File: src/rtl/button_event_classifier.sv
// button_event_classifier
// Turns one-cycle press/release pulses from the debounced edge detector into
// short press, long press and double click pulses plus a held-level flag.
// A private millisecond timebase restarts on every state change, so every
// timeout counts from the cycle that caused entry into the current state.
// Optional feature macro: BUTTON_AUTO_REPEAT_EN (auto-repeat pulses while a
// long press is held). With the macro undefined, repeat_pulse is constant 0.
module button_event_classifier #(
    parameter int CLK_FREQ_HZ = 100_000_000,
    parameter int LONG_MS     = 1000,
    parameter int DCLICK_MS   = 300,
    parameter int REPEAT_MS   = 200
) (
    input  logic clk,
    input  logic reset,
    input  logic i_rise,
    input  logic i_fall,
    output logic short_press,
    output logic long_press,
    output logic double_click,
    output logic repeat_pulse,
    output logic pressed
);

    localparam int DIV   = CLK_FREQ_HZ / 1000;
    localparam int PRE_W = (DIV > 1) ? $clog2(DIV) : 1;

    localparam logic [PRE_W-1:0] PRE_LAST    = PRE_W'(DIV - 1);
    localparam logic [15:0]      LONG_LAST   = 16'(LONG_MS - 1);
    localparam logic [15:0]      DCLICK_LAST = 16'(DCLICK_MS - 1);

    localparam logic [2:0] S_IDLE   = 3'd0;
    localparam logic [2:0] S_PRESS1 = 3'd1;
    localparam logic [2:0] S_WAIT2  = 3'd2;
    localparam logic [2:0] S_PRESS2 = 3'd3;
    localparam logic [2:0] S_LONG   = 3'd4;

    // Parameter sanity checks at elaboration time
    if ((CLK_FREQ_HZ < 1000) || ((CLK_FREQ_HZ % 1000) != 0)) begin : g_bad_clk
        $error("CLK_FREQ_HZ must be a multiple of 1000 and at least 1000");
    end
    if ((LONG_MS < 1) || (LONG_MS > 65535)) begin : g_bad_long
        $error("LONG_MS must be in 1..65535");
    end
    if ((DCLICK_MS < 1) || (DCLICK_MS > 65535)) begin : g_bad_dclick
        $error("DCLICK_MS must be in 1..65535");
    end
    if ((REPEAT_MS < 1) || (REPEAT_MS > 65535)) begin : g_bad_repeat
        $error("REPEAT_MS must be in 1..65535");
    end

    // Millisecond counter saturates instead of wrapping back to zero
    function automatic logic [15:0] sat_inc(input logic [15:0] v);
        return (v == 16'hFFFF) ? v : v + 16'd1;
    endfunction

    logic [2:0]       r_state;
    logic [2:0]       w_next_state;
    logic [PRE_W-1:0] r_pre;
    logic [15:0]      r_ms;

    logic w_rise;
    logic w_fall;
    logic w_tick;
    logic w_exp_long;
    logic w_exp_dclick;
    logic w_exp_rep;
    logic w_clear;

    logic w_short_nx;
    logic w_long_nx;
    logic w_dbl_nx;
    logic w_rep_nx;
    logic w_pressed_nx;

    logic r_short;
    logic r_long;
    logic r_dbl;
    logic r_pressed;

    // Simultaneous press and release pulses cancel out
    assign w_rise = i_rise & ~i_fall;
    assign w_fall = i_fall & ~i_rise;

    // A timeout of N ms expires on the tick that would take ms_cnt to N
    assign w_tick       = (r_pre == PRE_LAST);
    assign w_exp_long   = w_tick && (r_ms == LONG_LAST);
    assign w_exp_dclick = w_tick && (r_ms == DCLICK_LAST);

`ifdef BUTTON_AUTO_REPEAT_EN
    localparam logic [15:0] REPEAT_LAST = 16'(REPEAT_MS - 1);
    assign w_exp_rep = w_tick && (r_ms == REPEAT_LAST);
`else
    assign w_exp_rep = 1'b0;
`endif

    // Timer restarts on any state change and after each repeat pulse
    assign w_clear = (w_next_state != r_state) || w_rep_nx;

    // Prescaler and millisecond counter
    always_ff @(posedge clk) begin
        if (!reset) begin
            r_pre <= '0;
            r_ms  <= '0;
        end else if (w_clear) begin
            r_pre <= '0;
            r_ms  <= '0;
        end else begin
            r_pre <= w_tick ? '0 : r_pre + PRE_W'(1);
            if (w_tick) begin
                r_ms <= sat_inc(r_ms);
            end
        end
    end

    // State register
    always_ff @(posedge clk) begin
        if (!reset) begin
            r_state <= S_IDLE;
        end else begin
            r_state <= w_next_state;
        end
    end

    // Next-state logic; a release or press on an expiry cycle beats the timeout
    always_comb begin
        w_next_state = r_state;
        case (r_state)
            S_IDLE: begin
                if (w_rise) w_next_state = S_PRESS1;
            end
            S_PRESS1: begin
                if (w_fall)          w_next_state = S_WAIT2;
                else if (w_exp_long) w_next_state = S_LONG;
            end
            S_WAIT2: begin
                if (w_rise)            w_next_state = S_PRESS2;
                else if (w_exp_dclick) w_next_state = S_IDLE;
            end
            S_PRESS2: begin
                if (w_fall) w_next_state = S_IDLE;
            end
            S_LONG: begin
                if (w_fall) w_next_state = S_IDLE;
            end
            default: w_next_state = S_IDLE;
        endcase
    end

    // Output decode: values to be registered on the coming edge
    always_comb begin
        w_short_nx   = (r_state == S_WAIT2)  && !w_rise && w_exp_dclick;
        w_long_nx    = (r_state == S_PRESS1) && !w_fall && w_exp_long;
        w_dbl_nx     = (r_state == S_PRESS2) && w_fall;
        w_rep_nx     = (r_state == S_LONG)   && !w_fall && w_exp_rep;
        w_pressed_nx = (w_next_state == S_PRESS1) ||
                       (w_next_state == S_PRESS2) ||
                       (w_next_state == S_LONG);
    end

    // Registered event pulses and held flag
    always_ff @(posedge clk) begin
        if (!reset) begin
            r_short   <= 1'b0;
            r_long    <= 1'b0;
            r_dbl     <= 1'b0;
            r_pressed <= 1'b0;
        end else begin
            r_short   <= w_short_nx;
            r_long    <= w_long_nx;
            r_dbl     <= w_dbl_nx;
            r_pressed <= w_pressed_nx;
        end
    end

`ifdef BUTTON_AUTO_REPEAT_EN
    logic r_repeat;

    // Auto-repeat pulse register
    always_ff @(posedge clk) begin
        if (!reset) begin
            r_repeat <= 1'b0;
        end else begin
            r_repeat <= w_rep_nx;
        end
    end

    assign repeat_pulse = r_repeat;
`else
    assign repeat_pulse = 1'b0;
`endif

    assign short_press  = r_short;
    assign long_press   = r_long;
    assign double_click = r_dbl;
    assign pressed      = r_pressed;

endmodule

File: config.mk
export PLATFORM = sky130hd
export DESIGN_NAME = button_event_classifier
export DESIGN_NICKNAME = d
export VERILOG_FILES = /design/src/rtl/button_event_classifier.sv
export SDC_FILE = /design/constraint.sdc
export NUM_CORES = 1
export LEC_CHECK = 0
export ABC_AREA = 0
export BUFFER_PORTS_ARGS = -buffer_cell sky130_fd_sc_hd__clkbuf_2
export CORE_ASPECT_RATIO = 0.5
export CORE_MARGIN = 4
export CORE_UTILIZATION = 39
export CTS_CLUSTER_SIZE = 12
export DETAILED_ROUTE_END_ITERATION = 12
export PLACE_DENSITY = 0.62
export SYNTH_ARGS = -nofsm -noshare
export SYNTH_HDL_FRONTEND = slang
export SYNTH_SLANG_ARGS = --single-unit
File: constraint.sdc
create_clock -name clk -period 2.6 [get_ports clk]
set_clock_uncertainty 0.1 [all_clocks]
set_input_delay 0.26 -clock clk [delete_from_list [all_inputs] [get_ports clk]]
set_output_delay 0.26 -clock clk [all_outputs]
set_load 0.1 [all_outputs]
==> impl_metrics.json <==
{
  "min_period_over_period_pct": 88.1,
  "grt_usage_pct": 13.2,
  "crit_required_ps": 2730,
  "global_route.overflow_total": 0,
  "synth_nets": 236,
  "insertion_delay_ps": 300,
  "p_seq_share_pct": 52.4,
  "setup_viol": 0,
  "min_to": "pressed$_SDFF_PN0_",
  "summed_area_of_non_filler_cells_in_the_final_layout_sq_mm": 0.00223,
  "final_core_utilization_pct": 44.9,
  "synth_largest_type_area_fraction_pct": 39.8,
  "synth_cells": 230,
  "timing.hold.worst.class": "input port to register",
  "reported_net_switching_power_mw": 0.273,
  "dieHeight_um": 58.8,
  "count_of_hold_fix_buffers_inserted_at_cts": 0,
  "place.gp.congestion": 0.821,
  "tritoncts": "built",
  "max_slew_margin_pct": 60.7,
  "timing.max_cap.violations": 0,
  "detail_route.wl_per_cell_um": 12.4,
  "postCtsSetupRepairBufs": 0,
  "critPathLaunchType": "register",
  "cp_max_fo": 8,
  "start_util_pct": 40.6,
  "first_global_vias": 1466,
  "ctsRootBufferMaster": "sky130_fd_sc_hd__clkbuf_8",
  "crit-reg2reg-launch": "r_pre[0]$_SDFF_PP0_",
  "critical_path.reg2reg.endpoint": "r_ms[6]$_SDFFE_PP0P_",
  "cts_buffer_depth": 2,
  "io_pins": 9,
  "vias_per_cell": 5.37,
  "status": "finished clean",
  "clkSlewWorstSetupHoldPaths_ps": 80,
  "drc": 0,
  "drive_gt1_share_pct": 14.0,
  "synth.yosys.warnings": 0,
  "route.antenna.remaining_nets": 0,
  "syn_avg_cell_area_sq_um": 8.74,
  "layout_commonest_cell": "sky130_fd_sc_hd__dfxtp_1",
  "die_area_sq_mm": 0.00644,
  "post_cts_resize_count": 0,
  "report.power.total_mw": 1.19,
  "count_of_routing_violations_after_the_opening_detailed_route_iteration": 76,
  "detail_route.first_pass.iterations": 4,
  "grt_setup_unrepaired": "false",
  "power.switching_fraction_pct": 22.9,
  "n_antenna_cell": 0,
  "rrSetupSlack_ps": 310,
  "post_synth_instance_area_sq_mm": 0.00201,
  "final_nets": 247,
  "io_buffer_count": 7,
  "die_w_um": 110,
  "vias": 1676,
  "cell_area_after_placement_sq_mm": 0.00212,
  "clkSinkCount": 40,
  "final_cell_mix": "sky130_fd_sc_hd__dfxtp_1 (40), sky130_fd_sc_hd__nor2_1 (37), sky130_fd_sc_hd__nand4_1 (16)",
  "detail_route.wirelength_um": 3860,
  "setup_ws_final_ps": 310,
  "p_clk_share_pct": 42.7,
  "share_comb_of_total_power_pct": 4.9,
  "synth.distinct_cells": 44,
  "synthDominantAreaCellType": "sky130_fd_sc_hd__dfxtp_1",
  "total_count_of_hold_check_failures_in_the_final_report": 0,
  "rr_worst_depth": 6,
  "max_clock_freq_ghz": 0.437,
  "ys_top_cells_by_area": "sky130_fd_sc_hd__dfxtp_1 (40%), sky130_fd_sc_hd__nor2_1 (6.9%), sky130_fd_sc_hd__xnor2_1 (6.5%)",
  "rows": 18,
  "hold_path_depth": 2,
  "detailedPlace.worstSlack_ps": 348,
  "timing.critical_path.arrival_ps": 2420,
  "cts.htree.levels": 2,
  "fp.coreArea_sq_mm": 0.00495,
  "worst_setup_path_end_kind": "register",
  "grt_max_degree": 17,
  "setup_tns_ps": 0,
  "vdd_ir_drop_max_mv": 0.270,
  "cts_inserted_buffers": 5,
  "leakage_nw": 0.746,
  "ys_seq_elements": 40,
  "synth_to_layout_area_growth_pct": 10.8,
  "max_slew.worst_pin.slew_ps": 586,
  "worst_hold_startpoint": "i_fall",
  "timing_max_transition_violations_final": 0,
  "path_type_of_the_worst_setup_path": "register to register",
  "power-per-cell-area_mw_per_mm2": 535,
  "grt_first_pass_wirelength_um": 6730,
  "antenna_found_initial": 0,
  "dp_hpwl_um": 2740,
  "final_worst_path_period_need_ps": 2290,
  "p_int_mw": 0.919,
  "seq_area_frac_synth_pct": 39.8
}
power groups by stage:
stage               combinational [mW]  sequential [mW]  clock, mW
CTS                             0.0584            0.625      0.524
global placement                0.0579            0.639          0
floorplan                       0.0434            0.642          0
detailed placement              0.0584            0.639          0
finish                          0.0579            0.625      0.510
global route                    0.0631            0.626      0.555
critical path: stages (launching register included):
cell	delay, ps
sky130_fd_sc_hd__dfxtp_1	370
sky130_fd_sc_hd__ha_1	240
sky130_fd_sc_hd__and4_1	270
sky130_fd_sc_hd__nand4_1	320
sky130_fd_sc_hd__or2_0	420
sky130_fd_sc_hd__or3_1	370
sky130_fd_sc_hd__a21oi_1	140
registers in the layout, indices dropped and copies added, names as in the netlist:
name          count
r_state           3
r_ms             16
short_press       1
long_press        1
r_pre            17
double_click      1
pressed           1
logic make-up after synthesis:
group / Yosys count / synth area share (%)
adders and majority gates: 2 / 1.24
xor gates and xnor gates: 26 / 11.3
buffers and inverters: 13 / 3.86
AOI/OAI and AO/OA: 19 / 7.22
DFF: 40 / 39.8
muxes: 1 / 0.498
and+or+nand+nor: 128 / 35.8
other: 1 / 0.187
per-stage QoR:
stage	hold slack [ps]	cells
after floorplan	255	230
after global routing	113	312
final	118	312
after global placement	346	304
after CTS	106	312
after detailed placement	354	304
cell usage after synthesis (all sizes together):
cell type and count:
nor2 42, dfxtp 40, nand4 16, nand2 15
xnor2 15, nor4 11, xor2 11, nand3 8
and3 7, and4 6, buf 6, a21oi 5
nor3 5, inv 4, o21ai 4, and4b 3
clkbuf 3, a211oi 2, ha 2, nand2b 2
nand3b 2, nor2b 2, nor3b 2, nor4bb 2
o21a 2, a21bo 1, a21o 1, a22oi 1
a2bb2oi 1, a31o 1, conb 1, mux2i 1
nand4bb 1, o31ai 1, or2 1, or3 1
or4 1, or4b 1
how the worst max path moves through the flow:
stage / startpoint / end / slack (ps) / cells past startpoint
after floorplan: r_ms[0]$_SDFFE_PP0P_ / r_ms[6]$_SDFFE_PP0P_ / 670 / 7
after global placement: r_ms[0]$_SDFFE_PP0P_ / r_ms[4]$_SDFFE_PP0P_ / 380 / 7
after detailed placement: r_pre[0]$_SDFF_PP0_ / r_ms[6]$_SDFFE_PP0P_ / 350 / 6
after CTS: r_pre[0]$_SDFF_PP0_ / r_ms[6]$_SDFFE_PP0P_ / 290 / 6
after global routing: r_pre[0]$_SDFF_PP0_ / r_ms[6]$_SDFFE_PP0P_ / 80 / 6
final: r_pre[0]$_SDFF_PP0_ / r_ms[6]$_SDFFE_PP0P_ / 310 / 6
cell type report:
cell class	instances	area, sq um
Clock buffer	5	68.8
Clock inverter	3	42.5
Fill cell	499	2730
Inverter	4	15.0
Multi-Input combinational cell	177	1130
Sequential cell	40	801
Tap cell	70	87.6
Timing Repair Buffer	13	80.1
layer usage:
metal,share of wire [%],global-route usage (%),vias up
met3,4.9,3.94,8
li1,-,-,845
met2,43,19.9,41
met4,1.5,4.80,0
met1,50,17.9,782
met5,0,0,-
No activity file was read; power rests on OpenSTA's default activity.
